--- config.mk ---
export PLATFORM = sky130hd
export DESIGN_NAME = serial_adder_sub
export DESIGN_NICKNAME = d
export VERILOG_FILES = /design/src/rtl/serial_adder_sub.sv
export SDC_FILE = /design/constraint.sdc
export NUM_CORES = 1
export LEC_CHECK = 0
export CAP_MARGIN = 30
export CORE_MARGIN = 2
export CORE_UTILIZATION = 25
export CTS_BUF_LIST = sky130_fd_sc_hd__clkbuf_4 sky130_fd_sc_hd__clkbuf_8 sky130_fd_sc_hd__clkbuf_16
export DETAILED_ROUTE_END_ITERATION = 10
export PLACE_DENSITY_LB_ADDON = 0.05
export SLEW_MARGIN = 20
export SYNTH_ARGS = -nofsm -noshare
export SYNTH_HDL_FRONTEND = slang
export SYNTH_SLANG_ARGS = --single-unit
export TNS_END_PERCENT = 100
--- constraint.sdc ---
create_clock -name clk -period 2.2 [get_ports clk]
set_input_delay 0.33 -clock clk [delete_from_list [all_inputs] [get_ports clk]]
set_output_delay 0.33 -clock clk [all_outputs]
set_load 0.02 [all_outputs]
--- src/rtl/serial_adder_sub.sv ---
// serial_adder_sub: bit-serial add/subtract, one full-adder cell, LSB first, WIDTH cycles per operation
module serial_adder_sub #(
  parameter int WIDTH = 8
) (
  input  logic             clk,
  input  logic             rst_n,
  input  logic             start,
  input  logic             mode,
  input  logic [WIDTH-1:0] A,
  input  logic [WIDTH-1:0] B,
  input  logic             Cin,
  output logic [WIDTH-1:0] S,
  output logic             Cout,
  output logic             V,
  output logic             busy,
  output logic             done
);
  localparam int CW = $clog2(WIDTH + 1);
  typedef enum logic [1:0] {IDLE, RUN, DONE} state_t;
  state_t state, state_nx;
  logic [WIDTH-1:0] a_sh, b_sh, r_sh;
  logic [CW-1:0] cnt;
  logic c, sum, cy, last;
  assign sum  = a_sh[0] ^ b_sh[0] ^ c;
  assign cy   = (a_sh[0] & b_sh[0]) | (a_sh[0] & c) | (b_sh[0] & c);
  assign last = cnt == CW'(WIDTH - 1);
  assign busy = state == RUN;
  assign done = state == DONE;
  // state register
  always_ff @(posedge clk)
    state <= !rst_n ? IDLE : state_nx;
  // RUN ignores start; IDLE and DONE both accept it, giving back-to-back operation from DONE
  always_comb
    state_nx = (state == RUN) ? (last ? DONE : RUN) : (start ? RUN : IDLE);
  // operand load on start, then one full-adder step per RUN edge; outputs update only on the last step
  always_ff @(posedge clk)
    if (!rst_n) begin
      a_sh <= '0;
      b_sh <= '0;
      r_sh <= '0;
      c    <= 1'b0;
      cnt  <= '0;
      S    <= '0;
      Cout <= 1'b0;
      V    <= 1'b0;
    end else if (state != RUN && start) begin
      a_sh <= A;
      b_sh <= mode ? ~B : B;
      c    <= Cin ^ mode;
      cnt  <= '0;
    end else if (state == RUN) begin
      a_sh <= a_sh >> 1;
      b_sh <= b_sh >> 1;
      r_sh <= {sum, r_sh[WIDTH-1:1]};
      c    <= cy;
      cnt  <= cnt + CW'(1);
      if (last) begin
        S    <= {sum, r_sh[WIDTH-1:1]};
        Cout <= cy;
        V    <= c ^ cy;
      end
    end
endmodule

# Word-level counts from Yosys, hierarchy flattened
# Index checks and enable logic that the tools add are counted.
[totals]
reg_bits = 41
input_bits = 21
elab_cells = 41
[classes]
addsub = 1
n_eq_ne = 4
mux = 10
bitwise_logic = 12
n_reduce_logical = 5
[op_table]
columns = ["cell", "count"]
rows = [
  ["two-way mux 8 bit", 5],
  ["inverter 8 bit", 1],
  ["adder 4 x 1 -> 4 bit (second input constant)", 1],
  ["equality test 4 x 3 -> 1 bit (second input constant)", 1],
  ["two-way mux 2 bit", 2],
  ["XOR 1 bit", 4],
  ["AND 1 bit", 3],
  ["two-way mux 1 bit", 3],
  ["AND reduction 3 bit", 1],
  ["equality test 2 x 1 -> 1 bit (second input constant)", 1],
  ["equality test 2 bit (second input constant)", 1],
  ["inequality test 2 x 1 -> 1 bit (second input constant)", 1],
  ["inverter 1 bit", 2],
  ["OR 1 bit", 2],
  ["AND reduction 2 bit", 1],
  ["nonzero test 2 bit", 1],
  ["OR reduction 2 bit", 1],
  ["logical AND 1 bit", 1],
]

# Depth between registers and ports, before layout
# Gate-level depths: netlist of run 1.
[logic_depth]
depth_word = 5
ltp_mapped = 7

# Least setup slack after synthesis of run 1
# OpenSTA, ideal clock, no wires.
[synth_timing]
path_type = "register to register"
startpoint = "register cnt[0]"
endpoint = "register Cout"
arrival_ps = 1260
required_ps = 2083
setup_slack_ps = 823
stages_incl_launch_ff = 6
n_path_buf = 1
period_less_slack_ps = 1377
path_cell_list = "dfxtp_1 > ha_1 > and3b_1 > and4_1 > buf_2 > a22o_1"
[synth_via]
elab_chain_len = 2
[synth_lines]
columns = ["item", "line_no", "text"]
rows = [
  ["from (decl)", "22", "logic [CW-1:0] cnt;"],
  ["from (signal assigned)", "56", "cnt <= cnt + CW'(1);"],
  ["equality test 4 x 3 -> 1 bit", "26", "assign last = cnt == CW'(WIDTH - 1);"],
  ["AND reduction 3 bit (no source line)", "--", ""],
  ["to (signal assigned)", "59", "Cout <= cy;"],
  ["to (decl)", "13", "output logic Cout,"],
]
# No other way between the ends.
# A chain may end at the register's enable or synchronous reset.

# Worst setup path in the final report of run 1
[layout_timing]
startpoint = "register state[1]"
endpoint = "output port busy"
[layout_via]
elab_chain_len = 1
[layout_lines]
columns = ["item", "line_no", "text"]
rows = [
  ["from (decl)", "20", "state_t state, state_nx;"],
  ["from (signal assigned)", "31", "state <= !rst_n ? IDLE : state_nx;"],
  ["equality test 2 x 1 -> 1 bit", "27", "assign busy = state == RUN;"],
  ["to (decl)", "15", "output logic busy,"],
]
# No other way between the ends.

==> results of run 1 <==
routing by layer:
layer | part of all wire, % | track usage (%) | up-vias
met5 | 0 | 0 | -
met4 | 0.78 | 3.90 | 0
met3 | 4.2 | 3.46 | 2
met2 | 46 | 17.4 | 23
met1 | 49 | 14.3 | 609
li1 | - | - | 672
state kept, by name (all words and copies together), names as in the netlist:
name,count
state,2
b_sh,8
a_sh,8
r_sh,7
Cout,1
cnt,4
V,1
S,8
c,1
critical path: stages, from the launching register on:
cell and delay [ns]:
dfxtp_1 0.32, nand2b_1 0.16, inv_2 0.06, clkdlybuf4s50_1 0.59
layout by cell type (no fill, tap or decap), drive strengths merged, types with 2 or more instances in the layout:
cell           count
nand2             16
nor2              18
a31o               8
xnor2              9
clkbuf             5
a211oi             8
inv                3
a31oi              2
dfxtp             40
o21a               2
a2111oi            8
clkdlybuf4s50     32
a21oi              9
mux2i              8
buf                6
a22o              10
nand3              2
or3                2
per-stage QoR:
step / setup slack [ns] / power, mW
after floorplan: 0.823 / 0.906
after global placement: 0.330 / 0.973
after detailed placement: 0.184 / 0.976
after CTS: 0.414 / 1.45
after global routing: 0.359 / 1.50
final: 0.448 / 1.42
final cells by class:
class	instances	area, sq um
fillers	662	4260
flip-flops and latches	40	801
multi-input cells	113	772
repair buffers	38	365
well taps	77	96.3
clock buffers	5	68.8
clock inverters	2	12.5
inverters	3	11.3
kinds of logic (layout without fill, tap and decap cells):
group	after synthesis	after routing	synth area share, %
adders and majority gates	2	2	1.95
and+or+nand+nor	44	44	11.7
xor gates and xnor gates	10	10	5.26
AOI/OAI and AO/OA	48	48	21.9
DFF	40	40	48.0
muxes	9	9	5.48
buffers and inverters	18	48	5.63
worst max path at each step:
stage | startpoint | to | slack (ns) | depth (start not counted)
3_3_place_gp | mode | c | 0.33 | 4
3_5_place_dp | mode | b_sh[5] | 0.18 | 4
2_1_floorplan | cnt[0] | Cout | 0.82 | 5
5_1_grt | state[1] | done | 0.36 | 2
4_1_cts | state[1] | busy | 0.41 | 3
6_report | state[1] | busy | 0.45 | 3
report_power, final:
| group | leakage (nW) | total [mW] | internal [mW] | switching (mW) |
|---|---|---|---|---|
| sequential | 0.327 | 0.776 | 0.755 | 0.0203 |
| combinational | 0.417 | 0.180 | 0.0935 | 0.0867 |
| clock | 0.0400 | 0.465 | 0.215 | 0.251 |
==> out/summary.txt, run 1 <==
H-Tree Depth -> 2
Synth area leaders -> dfxtp_1 (48%), a22o_1 (5.3%), mux2i_1 (4.8%)
Worst hold start -> r_sh[1]
Yosys warns -> 0
Initial antenna violation count -> 0
Final setup skew -> 0.00373 ns
Area of the mapped netlist -> 1670 sq um
Drt pass-1 iters -> 4
Number of CTS-inserted buffers -> 5
Floorplan row count -> 29
Cell with the most instances after synthesis -> dfxtp_1
Vias in the first global route -> 1306
Worst r2r src -> cnt[0]
WHS Endpoint -> r_sh[1]
Reg2Reg Setup Slack -> 0.72 ns
Setup bufs post-CTS -> 0
Post-DP Area -> 2050 sq um
Synth top area share -> 48.0%
Final period utilization -> 79.6%
Lkg Pwr -> 0.784 nW
Top cells by count, synth -> dfxtp_1 (40), nor2_1 (18), nand2_1 (16), a22o_1 (10)
Clk root buf -> clkbuf_8
CTS Buffer Depth -> 2
Syn Area/Cell -> 9.75 sq um
Clock-pin transition on the worst setup and hold timing paths -> 0.08 ns
Worst path required time -> 1.87 ns
Post-placement cell count -> 271
Die Height -> 85.6 um
Initial DRC Count -> 48
Final std cells w/o fill -> 278
Synth Register Bits -> 40
Reg2Reg Depth -> 4
Synth area leader -> dfxtp_1
Starting density of the core -> 26.1%
Diodes inserted -> 0
Via Count -> 1306
Max-cap violations -> 0
TritonCTS clock tree -> built
Vias per cell -> 4.70
DIE AREA -> 7340 sq um
Layout cells sized above 1 -> 9.45%
Slew @ Worst Pin -> 0.507 ns
Fin. Hold Viols -> 0
Final Max Slew Viols -> 0
Setup violators final -> 0
Net Count, Synth -> 194
CTS resizes -> 0
Total wire length -> 3730 um
DR DRC count -> 0
Placer congestion estimate -> 0.664
# IOs -> 33
FFs w/ async S/R, synth -> 0%
Cts hold-fix bufs -> 0
First-pass GRT wire length -> 6370 um
Mapped Cells -> 171
CTS Sinks -> 40
Slew headroom -> 66.1%
R2R Path End -> S[5]
Unrepaired setup endpoints after global routing -> false
Final min period -> 1.75 ns
DIE WIDTH -> 85.6 um
Fmax achieved -> 571 MHz
HP Class -> reg2reg
Worst-path fanout max -> 3
Crit start category -> flop
Largest net degree at the start of global routing -> 32
Netlist cell types -> 33
Ys flop type -> dfxtp_1
Final ANT Viol Nets -> 0
WHS Path Cells -> 2
Peak VDD IR -> 0.000216 V
DR WL/cell -> 13.4 um
NumNets Final -> 224
Post-layout util -> 33.3%
Port Buffers -> 32
Clk_lat worst skew -> 0.29 ns
Hold Slack -> 0.468 ns
Setup TNS -> 0 ns
Setup crit end kind -> primary output
Final non-filler cell area -> 2130 sq um
Area Overhead vs Synth -> 27.6%
Arr. time, crit path -> 1.42 ns
Post-DP HPWL -> 2500 um
Sequential element share of the synthesized area -> 48.0%
Setup CP Type -> reg2out
Power per cell area -> 668 nW/um^2
EDFF count, synth -> 0
Overall Global Routing Usage -> 11.1%
Status -> completed
Gr ovfl total -> 0
Core area -> 6390 sq um
No activity file was read; power rests on OpenSTA's default activity.
==> inputs of run 2 (changes only) <==
clock period = 1.8 ns   (was 2.2 ns; I/O delays follow)
==> out/summary.txt, run 2 (synthesis results as in run 1) <==
Die Height -> 85.6 um
WHS Path Cells -> 2
Setup crit end kind -> primary output
Power per cell area -> 809 nW/um^2
Overall Global Routing Usage -> 10.9%
Arr. time, crit path -> 1.42 ns
DR DRC count -> 0
Worst path required time -> 1.53 ns
Unrepaired setup endpoints after global routing -> false
Starting density of the core -> 26.1%
Final WS setup -> 0.107 ns
Final setup skew -> 0.00369 ns
Initial DRC Count -> 81
Post-DP HPWL -> 2460 um
Floorplan row count -> 29
Diodes inserted -> 0
Worst r2r src -> cnt[0]
Crit start category -> flop
Core area -> 6390 sq um
Clk_lat worst skew -> 0.29 ns
Via Count -> 1326
Gr ovfl total -> 0
Setup TNS -> 0 ns
Max-cap violations -> 0
Final ANT Viol Nets -> 0
Number of CTS-inserted buffers -> 5
Slew headroom -> 71.6%
Reg2Reg Depth -> 5
Layout cells sized above 1 -> 10.8%
Reg2Reg Setup Slack -> 0.34 ns
Critical Path Start -> state[1]
Worst hold start -> r_sh[1]
First-pass GRT wire length -> 6330 um
Peak VDD IR -> 0.000254 V
DIE AREA -> 7340 sq um
Area Overhead vs Synth -> 29.7%
DIE WIDTH -> 85.6 um
Setup violators final -> 0
R2R Path End -> S[5]
Drt pass-1 iters -> 4
HP Class -> reg2reg
Setup CP Type -> reg2out
Filler cells -> 663
Final Max Slew Viols -> 0
Top flop regs -> S x8, a_sh x8, b_sh x8
Most frequent cells in the layout -> dfxtp_1 (40), clkdlybuf4s50_1 (32), nor2_1 (18)
TritonCTS clock tree -> built
Vias per cell -> 4.72
Fmax achieved -> 591 MHz
CTS resizes -> 0
DP Worst Slack -> 0.140 ns
Total wire length -> 3710 um
H-Tree Depth -> 2
# IOs -> 33
Worst-path fanout max -> 3
Slew @ Worst Pin -> 0.416 ns
Setup bufs post-CTS -> 0
Largest net degree at the start of global routing -> 32
Clk root buf -> clkbuf_8
Cts hold-fix bufs -> 0
Placer congestion estimate -> 0.691
Status -> completed
Vias in the first global route -> 1327
Port Buffers -> 32
WHS Endpoint -> r_sh[1]
NumNets Final -> 227
Fin. Hold Viols -> 0
CTS Sinks -> 40
Initial antenna violation count -> 0
Final min period -> 1.69 ns
Final period utilization -> 94.1%
Clock-pin transition on the worst setup and hold timing paths -> 0.08 ns
DR WL/cell -> 13.2 um
Lkg Pwr -> 0.803 nW
CTS Buffer Depth -> 2
Most common cell after layout, fill and taps aside -> dfxtp_1
==> run 2: cell types whose count changed in the layout (fill, tap and decap cells not counted), sizes merged <==
cell	previous run	this run
buf	6	9
==> run 2: layout make-up <==
type                            instances  area, sq um  share of cell area, %
Sequential cell                        40          801                   37.0
Timing Repair Buffer                   41          400                   18.5
Clock inverter                          2         12.5                  0.579
Multi-Input combinational cell        113          772                   35.7
Inverter                                3         11.3                  0.521
Tap cell                               77         96.3                   4.46
Clock buffer                            5         68.8                   3.18
==> run 2: stage by stage <==
stage | power (mW) | hold slack (ns) | util, % | instance area, sq um | instances
floorplan | 1.11 | 0.414 | - | 1670 | 171
global placement | 1.20 | 0.448 | 32.6 | 2080 | 274
detailed placement | 1.20 | 0.454 | 32.6 | 2080 | 274
CTS | 1.78 | 0.465 | 33.9 | 2160 | 281
global route | 1.84 | 0.500 | 33.9 | 2160 | 281
finish | 1.75 | 0.462 | 33.9 | 2160 | 281
==> run 2: worst max path at each step <==
stage | end | cells past startpoint
after floorplan | Cout | 5
after global placement | V | 5
after detailed placement | c | 5
after CTS | busy | 3
after global routing | busy | 3
final | busy | 3
==> run 2: routing by layer <==
| layer | GRT usage, % | share of wire [%] |
|---|---|---|
| met1 | 14.4 | 48 |
| met2 | 17.3 | 45 |
| met3 | 3.18 | 5.0 |
| met4 | 3.46 | 1.5 |
| met5 | 0 | 0 |
==> run 2: power breakdown <==
group / internal [mW] / switching [mW] / total (mW)
logic: 0.120 / 0.108 / 0.228
registers: 0.923 / 0.0251 / 0.948
clock network: 0.262 / 0.311 / 0.573
==> run 2: critical path: stages, from the launching register on <==
cell	delay [ns]
dfxtp_1	0.32
nand2b_1	0.16
inv_2	0.06
clkdlybuf4s50_1	0.59
==> inputs of run 3 (changes only) <==
==> constraint.sdc (replaced) <==
create_clock -name clk -period 1.91 [get_ports clk]
set_input_delay 0.382 -clock clk [delete_from_list [all_inputs] [get_ports clk]]
set_output_delay 0.382 -clock clk [all_outputs]
set_load 0.02 [all_outputs]
==> results of run 3 <==
Same layout as run 2 (identical final DEF). Status: completed.
Among the figures that moved: setup slack after placement 0.140 ns -> 0.138 ns; setup slack after layout 0.107 ns -> 0.105 ns; register-to-register setup slack 0.34 ns -> 0.45 ns; total power 1.75 mW -> 1.65 mW; worst IR drop on VDD 0.000254 V -> 0.000239 V
